[config.mk]
export PLATFORM = sky130hd
export DESIGN_NAME = pipeline_hazard_controller
export DESIGN_NICKNAME = d
export VERILOG_FILES = /design/src/rtl/pipeline_hazard_controller.sv
export SDC_FILE = /design/constraint.sdc
export NUM_CORES = 1
export LEC_CHECK = 0
export ABC_AREA = 1
export BUFFER_PORTS_ARGS = -buffer_cell sky130_fd_sc_hd__buf_4
export CAP_MARGIN = 15
export CORE_MARGIN = 8
export CORE_UTILIZATION = 53
export CTS_CLUSTER_DIAMETER = 60
export DETAILED_ROUTE_END_ITERATION = 8
export GPL_TIMING_DRIVEN = 1
export PLACE_DENSITY = 0.8
export SLEW_MARGIN = 15
export SYNTH_ARGS = -nofsm -noshare
export SYNTH_HDL_FRONTEND = slang
export SYNTH_SLANG_ARGS = --single-unit
[constraint.sdc]
create_clock -name clk -period 2.2 [get_ports clk]
set_input_delay 0.22 -clock clk [delete_from_list [all_inputs] [get_ports clk]]
set_output_delay 0.22 -clock clk [all_outputs]
set_load 0.05 [all_outputs]
[src/rtl/pipeline_hazard_controller.sv]
// Hazard sequencer for the 5-stage pipeline: load-use/flag-use bubbles,
// IF/ID flush on taken branch, whole-pipe freeze on busy data memory.
module pipeline_hazard_controller #(
  parameter int LOAD_USE_STALLS = 1,
  parameter int FLAG_STALLS     = 1,
  parameter int CNT_W           = 16
) (
  input  logic             clk,
  input  logic             reset,
  input  logic             valid_ID,
  input  logic [4:0]       rs1_ID,
  input  logic [4:0]       rs2_ID,
  input  logic             rs1_used_ID,
  input  logic             rs2_used_ID,
  input  logic             condbr_ID,
  input  logic             brtaken_ID,
  input  logic             memread_EX,
  input  logic [4:0]       rd_EX,
  input  logic             setflag_EX,
  input  logic             mem_busy,
  output logic             pc_write,
  output logic             ifid_write,
  output logic             idex_write,
  output logic             idex_bubble,
  output logic             ifid_flush,
  output logic [CNT_W-1:0] stall_count,
  output logic [CNT_W-1:0] flush_count
);

  typedef enum logic [1:0] {RUN, STALL, FREEZE} state_t;

  localparam logic [1:0]       LU_LOAD = 2'(LOAD_USE_STALLS - 1);
  localparam logic [1:0]       FU_LOAD = 2'(FLAG_STALLS - 1);
  localparam logic [CNT_W-1:0] CNT_ONE = CNT_W'(1);
  localparam logic [CNT_W-1:0] CNT_MAX = '1;

  state_t     state;
  state_t     ret_state;
  logic [1:0] scnt;
  logic       lu;
  logic       fu;

  // XZR is hardwired to zero, so a load into X31 never creates a dependency
  assign lu = valid_ID & memread_EX & (rd_EX != 5'd31) &
              ((rs1_used_ID & (rs1_ID == rd_EX)) | (rs2_used_ID & (rs2_ID == rd_EX)));
  assign fu = valid_ID & condbr_ID & setflag_EX;

  always_comb begin
    pc_write    = 1'b0;
    ifid_write  = 1'b0;
    idex_write  = 1'b0;
    idex_bubble = 1'b0;
    ifid_flush  = 1'b0;
    if (reset) begin
      idex_bubble = 1'b1;
      ifid_flush  = 1'b1;
    end else begin
      unique case (state)
        RUN: begin
          if (!mem_busy) begin
            if (lu || fu) begin
              idex_write  = 1'b1;
              idex_bubble = 1'b1;
            end else begin
              pc_write   = 1'b1;
              ifid_write = 1'b1;
              idex_write = 1'b1;
              ifid_flush = valid_ID & brtaken_ID;
            end
          end
        end
        STALL: begin
          if (!mem_busy) begin
            idex_write  = 1'b1;
            idex_bubble = 1'b1;
          end
        end
        default: ;
      endcase
    end
  end

  // The remaining-bubble count is frozen along with the pipe so a stall
  // interrupted by memory resumes exactly where it left off
  always_ff @(posedge clk or posedge reset) begin
    if (reset) begin
      state     <= RUN;
      ret_state <= RUN;
      scnt      <= 2'd0;
    end else begin
      unique case (state)
        RUN: begin
          if (mem_busy) begin
            ret_state <= RUN;
            state     <= FREEZE;
          end else if (lu) begin
            scnt  <= LU_LOAD;
            state <= (LU_LOAD != 2'd0) ? STALL : RUN;
          end else if (fu) begin
            scnt  <= FU_LOAD;
            state <= (FU_LOAD != 2'd0) ? STALL : RUN;
          end
        end
        STALL: begin
          if (mem_busy) begin
            ret_state <= STALL;
            state     <= FREEZE;
          end else begin
            scnt <= scnt - 2'd1;
            if (scnt == 2'd1) state <= RUN;
          end
        end
        FREEZE: begin
          if (!mem_busy) state <= ret_state;
        end
        default: state <= RUN;
      endcase
    end
  end

  always_ff @(posedge clk or posedge reset) begin
    if (reset) begin
      stall_count <= '0;
      flush_count <= '0;
    end else begin
      if (idex_bubble && stall_count != CNT_MAX) stall_count <= stall_count + CNT_ONE;
      if (ifid_flush && flush_count != CNT_MAX) flush_count <= flush_count + CNT_ONE;
    end
  end

endmodule

### After elaboration in Yosys (flattened, before gate mapping)

Index checks and enable logic that the tools add are counted.
W data, S select, Z words.

| operators by class | value |
|---|---|
| add/sub/neg operators | 3 |
| equality and inequality tests | 16 |
| mux-type cells | 28 |
| bitwise logic cells | 9 |
| reductions and logical operators | 9 |

Operators with widths:

| operator | number |
|---|---|
| $add A16 B1 Y16 const B | 2 |
| $ne A16 B16 Y1 const B | 2 |
| $mux W2 | 10 |
| $mux W1 | 14 |
| $eq A5 B5 Y1 | 2 |
| $ne A2 B2 Y1 const B | 5 |
| $and A1 B1 Y1 | 8 |
| $pmux W2 S2 | 2 |
| $ne A3 B3 Y1 const B | 2 |
| $pmux W2 S3 | 1 |
| $reduce_and A3 Y1 | 2 |
| $ne A5 B5 Y1 const B | 1 |
| $eq A2 B1 Y1 const B | 2 |
| $ne A4 B4 Y1 const B | 1 |
| $reduce_and A4 Y1 | 1 |
| $eq A2 B2 Y1 const B | 1 |
| $logic_and A1 B1 Y1 | 2 |
| $logic_not A2 Y1 | 1 |
| $pmux W1 S2 | 1 |
| $reduce_bool A2 Y1 | 1 |
| $reduce_or A2 Y1 | 1 |
| $sub A2 B1 Y2 const B | 1 |
| $logic_or A1 B1 Y1 | 1 |
| $or A1 B1 Y1 | 1 |

| word-level totals | value |
|---|---|
| register bits | 38 |
| input port bits | 25 |
| output and inout port bits | 37 |
| word-level logic and storage cells | 70 |

### Logic depth before layout (Yosys ltp)

Gate-level depths: netlist of run 1.

| logic depth | value |
|---|---|
| depth in word-level cells | 10 |
| mapped depth | 14 |
| depth with buffers taken out | 13 |

### Worst setup path after synthesis of run 1

OpenSTA, ideal clock, no wires.

| timing | value |
|---|---|
| path type | reg2reg |
| from | register stall_count[0] |
| to | register stall_count[9] |
| arrival | 2129 ps |
| required time | 2080 ps |
| path slack | -49 ps |
| stages on the path, launching flop included | 9 |
| path buffers | 1 |
| period minus slack after synthesis | 2249 ps |
| path through | dfrtp_1 -> ha_1 -> nand3_1 -> or3_4 -> nor3_4 -> nand2_4 -> buf_2 -> nand3_1 -> nand2_1 |

| on the way | value |
|---|---|
| word-level cells in the longest chain between the ends | 2 |
| elaborated cells between the ends (all ways) | 3 |

Ends and longest elaborated chain:

| what | RTL line | source |
|---|---|---|
| start: declaration | 26 | `output logic [CNT_W-1:0] stall_count,` |
| start signal: assignment | 126 | `if (idex_bubble && stall_count != CNT_MAX) stall_count <= stall_count + CNT_ONE;` |
| parallel branches: the longest is 2 deep, another holds $add A16 B1 Y16 | - |  |

Parallel ways; which one is timed is not known.
A chain may end at the register's enable or synchronous reset.

### Worst setup path in the final report of run 1

| timing | value |
|---|---|
| from | register stall_count[0] |
| to | register stall_count[11] |

The elaborated chain is that of the path after synthesis.

==> summary.md, run 1 <==
| Metric | Value |
|---|---|
| Outcome | finished, final reports clean |
| Maximum clock path buffer count | 2 |
| Most frequent cells in the layout | nand2_1, buf_4, nand3_1 |
| Avg Cell Area, Syn | 7.047 um2 |
| Die Span Y | 83.73 um |
| Sw Ratio | 0.4282 |
| Register area | 928.4 um2 |
| Via density | 5.168 |
| Slowest Stage Delay on Critical Path | 0.44 ns |
| CP cell instances | ha_1 > nand3_1 > or3_4 > nor3_4 > nand2_4 > nand2_4 > nand2_1 > nand2_1 |
| Flops & latches, synth | 37 |
| Hold path start | mem_busy |
| Max_cap viols | 0 |
| Area Overhead vs Synth | 24.76% |
| CTS tree | yes |
| Final hold vios | 0 |
| Combinational power share | 0.369 |
| P_sw | 0.0009430 W |
| Peak supply drop | 515.5 uV |
| Slew Limit Fails | 0 |
| Syn_nets | 373 |
| Max Fclk | 514.7 MHz |
| P_leak | 1.676 nW |
| Sequential fraction of the synthesis area | 0.3809 |
| Final setup vio count | 0 |
| Initial antenna violation count | 0 |
| CTS Hold Buffers Added | 1 |
| Number of global-route vias before repair | 2226 |
| Final HPWL DP | 4.724 mm |
| DRC violation count after routing | 0 |
| CP Buf/Inv Count | 0 |
| ANT nets after route | 0 |
| # rows | 24 |
| Final Cycle Share | 0.8831 |
| RSZ-0062 raised after global routing | no |
| Hold endpoint | ret_state[0] |
| Congestion Overflow GR | 0 |
| Largest net degree at the start of global routing | 28 |
| Non-Filler Instances | 464 |
| RD Place Congestion | 0.9025 |
| Synth unique cells | 25 |
| Clock share of power | 0.213 |
| Reg-to-reg critical path startpoint | stall_count[0] |
| Total placed cells including tap cells | 455 |
| Multi-input logic area | 1331 um2 |
| Syn Inst Count | 345 |
| Worst reg2reg path endpoint | stall_count[11] |
| Setup bufs post-CTS | 0 |
| H-Tree Depth | 2 |
| Initial Util | 0.5545 |
| CP startpoint kind | flip-flop |
| Via count | 2398 |
| CP delay by family, top | simple AND/OR/NAND/NOR gates |
| Most common cell after layout, fill and taps aside | nand2_1 |
| Ports | 62 |
| Hold Path Stages | 3 |
| Routed WL | 6.177 mm |
| R2R Setup Slk | 0.26 ns |
| Total global-route track usage | 0.1732 |
| Final min period | 1.943 ns |
| Crit path required time | 2.42 ns |
| Fin nets | 439 |
| Critical Path Start | stall_count[0] |
| Final Util | 0.6918 |
| DRT iter0 DRCs | 112 |
| Relative slew slack | 0.6545 |
| # diodes | 0 |
| Die area | 7010 um2 |
| WP data arrival | 2.17 ns |
| Yosys warns | 0 |
| Worst-path clk slew | 0.07 ns |
| Clk sinks | 37 |
| Later-pin clock latency in the skew report | 0.29 ns |
| Crit. End Element | flip-flop |
| Cell area power density | 726.1 nW/um2 |
| Die width | 83.73 um |
| TritonCTS Buffers | 5 |
| Global-route wire length before repair | 10.29 mm |
| DR pass1 iterations | 5 |
| Share of cells above drive strength 1 | 0.1942 |
| Number of gates resized after CTS | 0 |
| Buffers on Ports | 61 |
| Clock Tree Root | clkbuf_8 |
| Hold crit path type | input pin to flip-flop |
| Cells on worst reg2reg path | 8 |
| Sequential Power Share | 0.419 |
| Slowest cell on crit path | or3_4 |
| Fillers | 387 |
| Netlist Area Pre-Place | 2431 um2 |
| Worst Skew | 0.01032 ns |
| Crit Path Class | flip-flop to flip-flop |
| Internal power | 0.001259 W |
| Worst-margin pin slew | 0.5170 ns |
| Routed len/inst | 13.31 um |
| TNS Setup | 0 ns |
| Critical path fanouts, max | 17 |
| Core Area | 4384 um2 |
-- final cells by class --
| class | instances | share of cell area |
|---|---|---|
| Inverter | 34 | 0.04208 |
| Multi-Input combinational cell | 267 | 0.4389 |
| Sequential cell | 37 | 0.3061 |
| Clock inverter | 2 | 0.003300 |
| Tap cell | 52 | 0.02145 |
| Timing Repair Buffer | 66 | 0.1642 |
| Clock buffer | 6 | 0.02393 |
-- registers in the layout (all words and copies together), names as in the netlist --
name,count
flush_count,16
ret_state,1
scnt,2
stall_count,16
state,2
-- synthesized netlist by cell type --
cell	instances	area, um2
nand2_1	129	484.2
nand3_1	49	245.2
dfrtp_1	37	925.9
inv_1	34	127.6
nor2_1	23	86.33
xor2_1	18	157.7
nor3_1	10	50.05
nand4_1	9	56.30
xnor2_1	9	78.83
buf_2	4	20.02
ha_1	3	37.54
nand3b_1	3	22.52
nor4_1	3	18.77
nand2_4	2	22.52
o21ai_0	2	10.01
a21oi_1	1	5.000
buf_4	1	7.510
buf_8	1	15.01
clkbuf_1	1	3.750
nand2_2	1	6.260
nor2_2	1	6.260
nor3_4	1	16.27
o31ai_1	1	7.510
o32ai_1	1	8.760
or3_4	1	11.26
-- stage by stage --
step                      hold WS [ns]  cell area, um2  power [W]  worst slack (ns)
after floorplan                 0.3368            2434   0.001473            0.1248
after global placement          0.2993            2940   0.001727            0.3183
after detailed placement        0.2964            2940   0.001748            0.2823
after CTS                       0.1640            3033   0.002216            0.2540
after global routing            0.1807            3033   0.002328           0.09637
final                           0.1703            3033   0.002202            0.2572
-- routing by layer --
layer | up-vias | wire [um] | share of wire | global-route usage
met4 | 0 | 61 | 0.0099 | 0.05495
met3 | 5 | 301 | 0.049 | 0.05273
li1 | 1237 | - | - | -
met1 | 1101 | 2737 | 0.44 | 0.2048
met2 | 55 | 3077 | 0.50 | 0.2905
met5 | - | 0 | 0 | 0
-- worst max path at each step --
| stage | to | slack (ns) | depth (start not counted) |
|---|---|---|---|
| floorplan | stall_count[9] | 0.12 | 8 |
| global placement | stall_count[0] | 0.32 | 8 |
| detailed placement | stall_count[13] | 0.28 | 8 |
| CTS | stall_count[3] | 0.25 | 8 |
| global route | stall_count[11] | 0.1 | 8 |
| finish | stall_count[11] | 0.26 | 8 |
-- worst min-delay path: stages --
cell and delay [ns]:
buf_4 0.10, nand2_1 0.05, nand2_1 0.05
-- power groups by stage --
stage	Sequential, W	Clock (W)	Combinational, W
finish	0.000922	0.000468	0.000812
global placement	0.000926	0	0.000801
floorplan	0.00118	0	0.000294
detailed placement	0.000928	0	0.000820
CTS	0.000917	0.000479	0.000821
global route	0.000943	0.000508	0.000877
-- cell families after synthesis --
logic type,after synthesis,synth area share
AOI/OAI and AO/OA,5,0.01287
and+or+nand+nor,232,0.4220
DFF,37,0.3809
adders and majority gates,3,0.01544
buffers and inverters,41,0.07154
xor gates and xnor gates,27,0.09727
No activity file was read; power rests on OpenSTA's default activity.
==> run 2: changes to the inputs <==
Settings changed: HOLD_SLACK_MARGIN from default to 0.1.
Clock period 2.2 ns to 2 ns, I/O delays scaled along.
==> summary.md, run 2 (synthesis gave the netlist of run 1 again) <==
| Metric | Value |
|---|---|
| Outcome | finished, final reports clean (unchanged) |
| RD Place Congestion | 0.9261 (was 0.9025) |
| Routed len/inst | 13.01 um (was 13.31 um) |
| Die Span Y | 83.73 um (unchanged) |
| Number of global-route vias before repair | 2366 (was 2226) |
| Max_cap viols | 0 (unchanged) |
| Final min period | 1.882 ns (was 1.943 ns) |
| Reg-to-reg critical path startpoint | stall_count[0] (unchanged) |
| DRT iter0 DRCs | 198 (was 112) |
| Most common cell after layout, fill and taps aside | nand2_1 (unchanged) |
| TritonCTS Buffers | 5 (unchanged) |
| DR pass1 iterations | 4 (was 5) |
| Final Cycle Share | 0.9409 (was 0.8831) |
| CP startpoint kind | flip-flop (unchanged) |
| Buffers on Ports | 61 (unchanged) |
| Worst-margin pin slew | 0.5599 ns (was 0.5170 ns) |
| CTS tree | yes (unchanged) |
| Finished Cell Area | 3171 um2 (was 3033 um2) |
| Relative slew slack | 0.6255 (was 0.6545) |
| Total global-route track usage | 0.1795 (was 0.1732) |
| R2R Setup Slk | 0.12 ns (was 0.26 ns) |
| CP cell instances | ha_4 > nand3_1 > or3_4 > nor3_4 > nand2_4 > nand2_8 > nand2_1 > nand2_1 (was ha_1 > nand3_1 > or3_4 > nor3_4 > nand2_4 > nand2_4 > nand2_1 > nand2_1) |
| P_sw | 0.001065 W (was 0.0009430 W) |
| Initial Util | 0.5545 (unchanged) |
| Hold crit path type | input pin to flip-flop (unchanged) |
| Worst Skew | 0.002891 ns (was 0.01032 ns) |
| Crit path required time | 2.22 ns (was 2.42 ns) |
| Hold path start | mem_busy (unchanged) |
| Congestion Overflow GR | 0 (unchanged) |
| Clk sinks | 37 (unchanged) |
| Most frequent cells in the layout | nand2_1, buf_4, nand3_1 (unchanged) |
| Fin nets | 446 (was 439) |
| RSZ-0062 raised after global routing | no (unchanged) |
| Fillers | 345 (was 387) |
| Area Overhead vs Synth | 30.42% (was 24.76%) |
| Initial antenna violation count | 0 (unchanged) |
| P_leak | 1.714 nW (was 1.676 nW) |
| Combinational power share | 0.358 (was 0.369) |
| WP data arrival | 2.10 ns (was 2.17 ns) |
| Slowest Stage Delay on Critical Path | 0.45 ns (was 0.44 ns) |
| Final setup vio count | 0 (unchanged) |
| Crit. End Element | flip-flop (unchanged) |
| Critical path fanouts, max | 17 (unchanged) |
| Internal power | 0.001586 W (was 0.001259 W) |
| # diodes | 0 (unchanged) |
| Peak supply drop | 462.3 uV (was 515.5 uV) |
| Hold endpoint | ret_state[0] (unchanged) |
| TNS Setup | 0 ns (unchanged) |
| Clock share of power | 0.257 (was 0.213) |
| Cell area power density | 836.2 nW/um2 (was 726.1 nW/um2) |
| Sequential Power Share | 0.385 (was 0.419) |
| Cell Area, Placed | 3010 um2 (was 2940 um2) |
| Cells on worst reg2reg path | 8 (unchanged) |
| Share of cells above drive strength 1 | 0.2291 (was 0.1942) |
| Largest net degree at the start of global routing | 25 (was 28) |
| Global-route wire length before repair | 10.85 mm (was 10.29 mm) |
| Die width | 83.73 um (unchanged) |
| Sw Ratio | 0.4018 (was 0.4282) |
| Maximum clock path buffer count | 2 (unchanged) |
| Via count | 2454 (was 2398) |
| Die area | 7010 um2 (unchanged) |
| H-Tree Depth | 2 (unchanged) |
| Final hold vios | 0 (unchanged) |
| Crit Path Class | flip-flop to flip-flop (unchanged) |
| Worst reg2reg path endpoint | stall_count[4] (was stall_count[11]) |
| CP Buf/Inv Count | 0 (unchanged) |
| Core Area | 4384 um2 (unchanged) |
| CP delay by family, top | simple AND/OR/NAND/NOR gates (unchanged) |
| Final HPWL DP | 4.670 mm (was 4.724 mm) |
| Via density | 5.210 (was 5.168) |
| Ports | 62 (unchanged) |
| ANT nets after route | 0 (unchanged) |
| Routed WL | 6.129 mm (was 6.177 mm) |
| Top Registers | flush_count: 16 flops, stall_count: 16 flops (unchanged) |
| Slowest cell on crit path | or3_4 (unchanged) |
| Worst-path clk slew | 0.08 ns (was 0.07 ns) |
| Later-pin clock latency in the skew report | 0.28 ns (was 0.29 ns) |
| DRC violation count after routing | 0 (unchanged) |
| Critical path's most frequent cell | nand2_1 |
| Hold Path Stages | 3 (unchanged) |
| # rows | 24 (unchanged) |
| Max Fclk | 531.4 MHz (was 514.7 MHz) |
| Slew Limit Fails | 0 (unchanged) |
| Clock Tree Root | clkbuf_8 (unchanged) |
[run 2: cell types whose count changed in the layout (fill, tap and decap cells not counted), moves of 2 or more]
| cell | before | now |
|---|---|---|
| clkinv_2 | 2 | 0 |
| dfrtp_1 | 35 | 30 |
| dfrtp_2 | 2 | 7 |
| clkinvlp_4 | 0 | 2 |
| buf_4 | 65 | 70 |
[run 2: layout make-up]
class                           instances  area [um2]  area share
Multi-Input combinational cell        267        1363      0.4298
Sequential cell                        37       934.6      0.2948
Timing Repair Buffer                   73       556.8      0.1756
Inverter                               34       131.4     0.04144
Clock buffer                            6       82.58     0.02605
Tap cell                               52       65.06     0.02052
Clock inverter                          2       37.54     0.01184
[run 2: repair_timing]
item	CTS	global route
hold buffers	2	0
resized for setup	0	4
setup buffers	0	0
endpoints found under the hold margin	13	0
setup endpoints to repair	0	10
[run 2: worst max path at each step]
stage	start	endpoint	slack (ns)	depth (start not counted)
final	stall_count[0]	stall_count[4]	0.12	8
after floorplan	stall_count[0]	stall_count[9]	0.006	8
after CTS	state[1]	ifid_flush	0.04	6
after detailed placement	stall_count[0]	stall_count[2]	0.11	8
after global routing	stall_count[0]	stall_count[11]	0.03	8
after global placement	stall_count[0]	stall_count[1]	0.17	8
[run 2: through the flow]
| step | cells | hold slack, ns | power (W) | setup slack, ns | utilization |
|---|---|---|---|---|---|
| after floorplan | 345 | 0.1718 | 0.001641 | 0.005763 | - |
| after global placement | 461 | 0.2047 | 0.001943 | 0.1711 | 0.6866 |
| after detailed placement | 461 | 0.2022 | 0.001970 | 0.1073 | 0.6866 |
| after CTS | 471 | 0.1457 | 0.002664 | 0.04219 | 0.7186 |
| after global routing | 471 | 0.1685 | 0.002797 | 0.02544 | 0.7232 |
| final | 471 | 0.1594 | 0.002651 | 0.1182 | 0.7232 |
[run 2: layer usage]
metal  up-vias  routed length, um  GRT usage
met5         -                  0          0
met4         0                 80    0.05808
met3         8                407    0.05273
met2        78               2927     0.2919
met1      1116               2713     0.2205
li1       1252                  -          -
[run 2: power by group through the flow]
stage          Sequential (W)  Clock (W)  Combinational, W
2_1_floorplan         0.00131          0          0.000331
3_3_place_gp          0.00102          0          0.000926
3_5_place_dp          0.00102          0          0.000947
4_1_cts               0.00101   0.000694          0.000956
5_1_grt               0.00104   0.000726           0.00103
6_report              0.00102   0.000681          0.000950
[run 2: tightest hold or removal path: stages]
cell and delay [ns]:
buf_4 0.10, nand2_1 0.05, nand2_1 0.07
==> run 3: changes to the inputs <==
Settings changed: CORE_UTILIZATION 53 to 55, CTS_BUF_LIST from default to sky130_fd_sc_hd__clkbuf_2, PLACE_DENSITY 0.8 to 0.82.
==> summary.md, run 3 (synthesis gave the netlist of run 1 again) <==
| Metric | Value |
|---|---|
| Peak supply drop | 819.5 uV (was 462.3 uV) |
| Sw Ratio | 0.4344 (was 0.4018) |
| Initial antenna violation count | 0 (unchanged) |
| Final HPWL DP | 4.841 mm (was 4.670 mm) |
| Clk sinks | 37 (unchanged) |
| Relative slew slack | 0.7194 (was 0.6255) |
| Top Registers | flush_count: 16 flops, stall_count: 16 flops (unchanged) |
| Via count | 2515 (was 2454) |
| Global-route wire length before repair | 10.67 mm (was 10.85 mm) |
| Worst Skew | 0.01105 ns (was 0.002891 ns) |
| CP delay by family, top | simple AND/OR/NAND/NOR gates (unchanged) |
| R2R Setup Slk | 0.1 ns (was 0.12 ns) |
| Ports | 62 (unchanged) |
| ANT nets after route | 0 (unchanged) |
| # diodes | 0 (unchanged) |
| Die width | 82.49 um (was 83.73 um) |
| Most frequent cells in the layout | nand2_1, buf_4, nand3_1 (unchanged) |
| Cell Area, Placed | 2995 um2 (was 3010 um2) |
| Die Span Y | 82.49 um (was 83.73 um) |
| Cell area power density | 728.0 nW/um2 (was 836.2 nW/um2) |
| Internal power | 0.001309 W (was 0.001586 W) |
| Initial Util | 0.5661 (was 0.5545) |
| Final min period | 1.902 ns (was 1.882 ns) |
| P_leak | 1.727 nW (was 1.714 nW) |
| Routed len/inst | 13.39 um (was 13.01 um) |
| Critical path fanouts, max | 8 (was 17) |
| Congestion Overflow GR | 0 (unchanged) |
| Final Cycle Share | 0.9510 (was 0.9409) |
| Final setup vio count | 0 (unchanged) |
| DR pass1 iterations | 5 (was 4) |
| Routed WL | 6.416 mm (was 6.129 mm) |
| Clock Tree Root | clkbuf_2 (was clkbuf_8) |
| Register area | 934.6 um2 (unchanged) |
| Area Overhead vs Synth | 30.73% (was 30.42%) |
| Slowest Stage Delay on Critical Path | 0.44 ns (was 0.45 ns) |
| Max_cap viols | 0 (unchanged) |
| Crit. End Element | flip-flop (unchanged) |
| Later-pin clock latency in the skew report | 0.37 ns (was 0.28 ns) |
| Worst-path clk slew | 0.17 ns (was 0.08 ns) |
| Clock share of power | 0.142 (was 0.257) |
| Hold crit path type | input pin to flip-flop (unchanged) |
| Finished Cell Area | 3178 um2 (was 3171 um2) |
| Most common cell after layout, fill and taps aside | nand2_1 (unchanged) |
| Worst-margin pin slew | 0.4171 ns (was 0.5599 ns) |
| Max Fclk | 525.8 MHz (was 531.4 MHz) |
| Crit Path Class | flip-flop to flip-flop (unchanged) |
| RD Place Congestion | 0.8957 (was 0.9261) |
| # rows | 24 (unchanged) |
| DRC violation count after routing | 0 (unchanged) |
| Slowest cell on crit path | dfrtp_2 (was or3_4) |
| Pre-CTS setup slack | 0.08408 ns (was 0.1073 ns) |
| CTS tree | yes (unchanged) |
| Buffers on Ports | 61 (unchanged) |
| Combinational power share | 0.422 (was 0.358) |
| Reg-to-reg critical path startpoint | stall_count[5] (was stall_count[0]) |
| Worst reg2reg path endpoint | stall_count[10] (was stall_count[4]) |
| Power Total | 0.002314 W (was 0.002651 W) |
| Critical path's most frequent cell | nand2_1 (unchanged) |
| Cells on worst reg2reg path | 9 (was 8) |
| Critical Path Start | stall_count[5] (was stall_count[0]) |
| Outcome | finished, final reports clean (unchanged) |
| TNS Setup | 0 ns (unchanged) |
| Hold endpoint | state[0] (was ret_state[0]) |
| Hold Path Stages | 5 (was 3) |
| Number of global-route vias before repair | 2482 (was 2366) |
| CP startpoint kind | flip-flop (unchanged) |
| Share of cells above drive strength 1 | 0.2506 (was 0.2291) |
| Final Util | 0.7401 (was 0.7232) |
| Fillers | 346 (was 345) |
| H-Tree Depth | 2 (unchanged) |
| Final hold vios | 0 (unchanged) |
| Fin nets | 454 (was 446) |
| Maximum clock path buffer count | 2 (unchanged) |
| P_sw | 0.001005 W (was 0.001065 W) |
| RSZ-0062 raised after global routing | yes (was no) |
| Total global-route track usage | 0.1953 (was 0.1795) |
| WP data arrival | 2.21 ns (was 2.10 ns) |
| Slew Limit Fails | 0 (unchanged) |
| Multi-input logic area | 1405 um2 (was 1363 um2) |
| Sequential Power Share | 0.436 (was 0.385) |
| Hold path start | setflag_EX (was mem_busy) |
| DRT iter0 DRCs | 157 (was 198) |
| Core Area | 4294 um2 (was 4384 um2) |
| CP Buf/Inv Count | 0 (unchanged) |
| Via density | 5.251 (was 5.210) |
| CP cell instances | nand2_2 > nor2_2 > nand2_1 > or3_4 > nor3_4 > nand2_4 > nand2_4 > nand2_1 > nand2_1 (was ha_4 > nand3_1 > or3_4 > nor3_4 > nand2_4 > nand2_8 > nand2_1 > nand2_1) |
| Final WS setup | 0.09809 ns (was 0.1182 ns) |
| Crit path required time | 2.31 ns (was 2.22 ns) |
| TritonCTS Buffers | 5 (unchanged) |
| Largest net degree at the start of global routing | 30 (was 25) |
| Die area | 6804 um2 (was 7010 um2) |
## run 3: layout make-up
class,count,share of cell area
clock buffer,8,0.01260
inverter,34,0.04134
multi-input combinational,270,0.4421
sequential,37,0.2941
tap,52,0.02047
timing repair buffer,78,0.1894
## run 3: what timing repair did
| item | 4_1_cts | 5_1_grt |
|---|---|---|
| setup endpoints to repair | 0 | 20 |
| hold buffers | 2 | 0 |
| gates resized for setup | 0 | 10 |
| buffers inserted | 0 | 7 |
| hold endpoints to repair | 10 | 0 |
## run 3: how the worst max path moves through the flow
stage / to / cells past startpoint / slack [ns]
2_1_floorplan: stall_count[9] / 8 / 0.006
3_3_place_gp: stall_count[1] / 8 / 0.16
3_5_place_dp: stall_count[12] / 8 / 0.08
4_1_cts: ifid_flush / 8 / 0.01
5_1_grt: stall_count[7] / 9 / -0.02
6_report: stall_count[10] / 9 / 0.1
## run 3: routing by layer
layer	wire [um]	share of wire	vias up	track usage
li1	-	-	1275	-
met1	2686	0.42	1166	0.2341
met2	3257	0.51	63	0.3422
met3	378	0.059	11	0.03788
met4	93	0.014	0	0.06316
met5	0	0	-	0
## run 3: power groups by stage
stage | clock network [W] | logic [W] | registers (W)
global placement | 0 | 0.000892 | 0.00102
CTS | 0.000346 | 0.000916 | 0.00101
finish | 0.000330 | 0.000975 | 0.00101
global route | 0.000372 | 0.00107 | 0.00103
floorplan | 0 | 0.000331 | 0.00131
detailed placement | 0 | 0.000913 | 0.00102
## run 3: worst reg2reg max path, cell delays in order, from the launching register on
cell and delay [ns]:
dfrtp_2 0.44, nand2_2 0.08, nor2_2 0.12, nand2_1 0.08
or3_4 0.42, nor3_4 0.29, nand2_4 0.15, nand2_4 0.15
nand2_1 0.06, nand2_1 0.06
## run 3: metrics by stage
stage / hold slack [ns] / std cells
floorplan: 0.1718 / 345
global placement: 0.1673 / 459
detailed placement: 0.1751 / 459
CTS: 0.3176 / 469
global route: 0.3580 / 479
finish: 0.3489 / 479
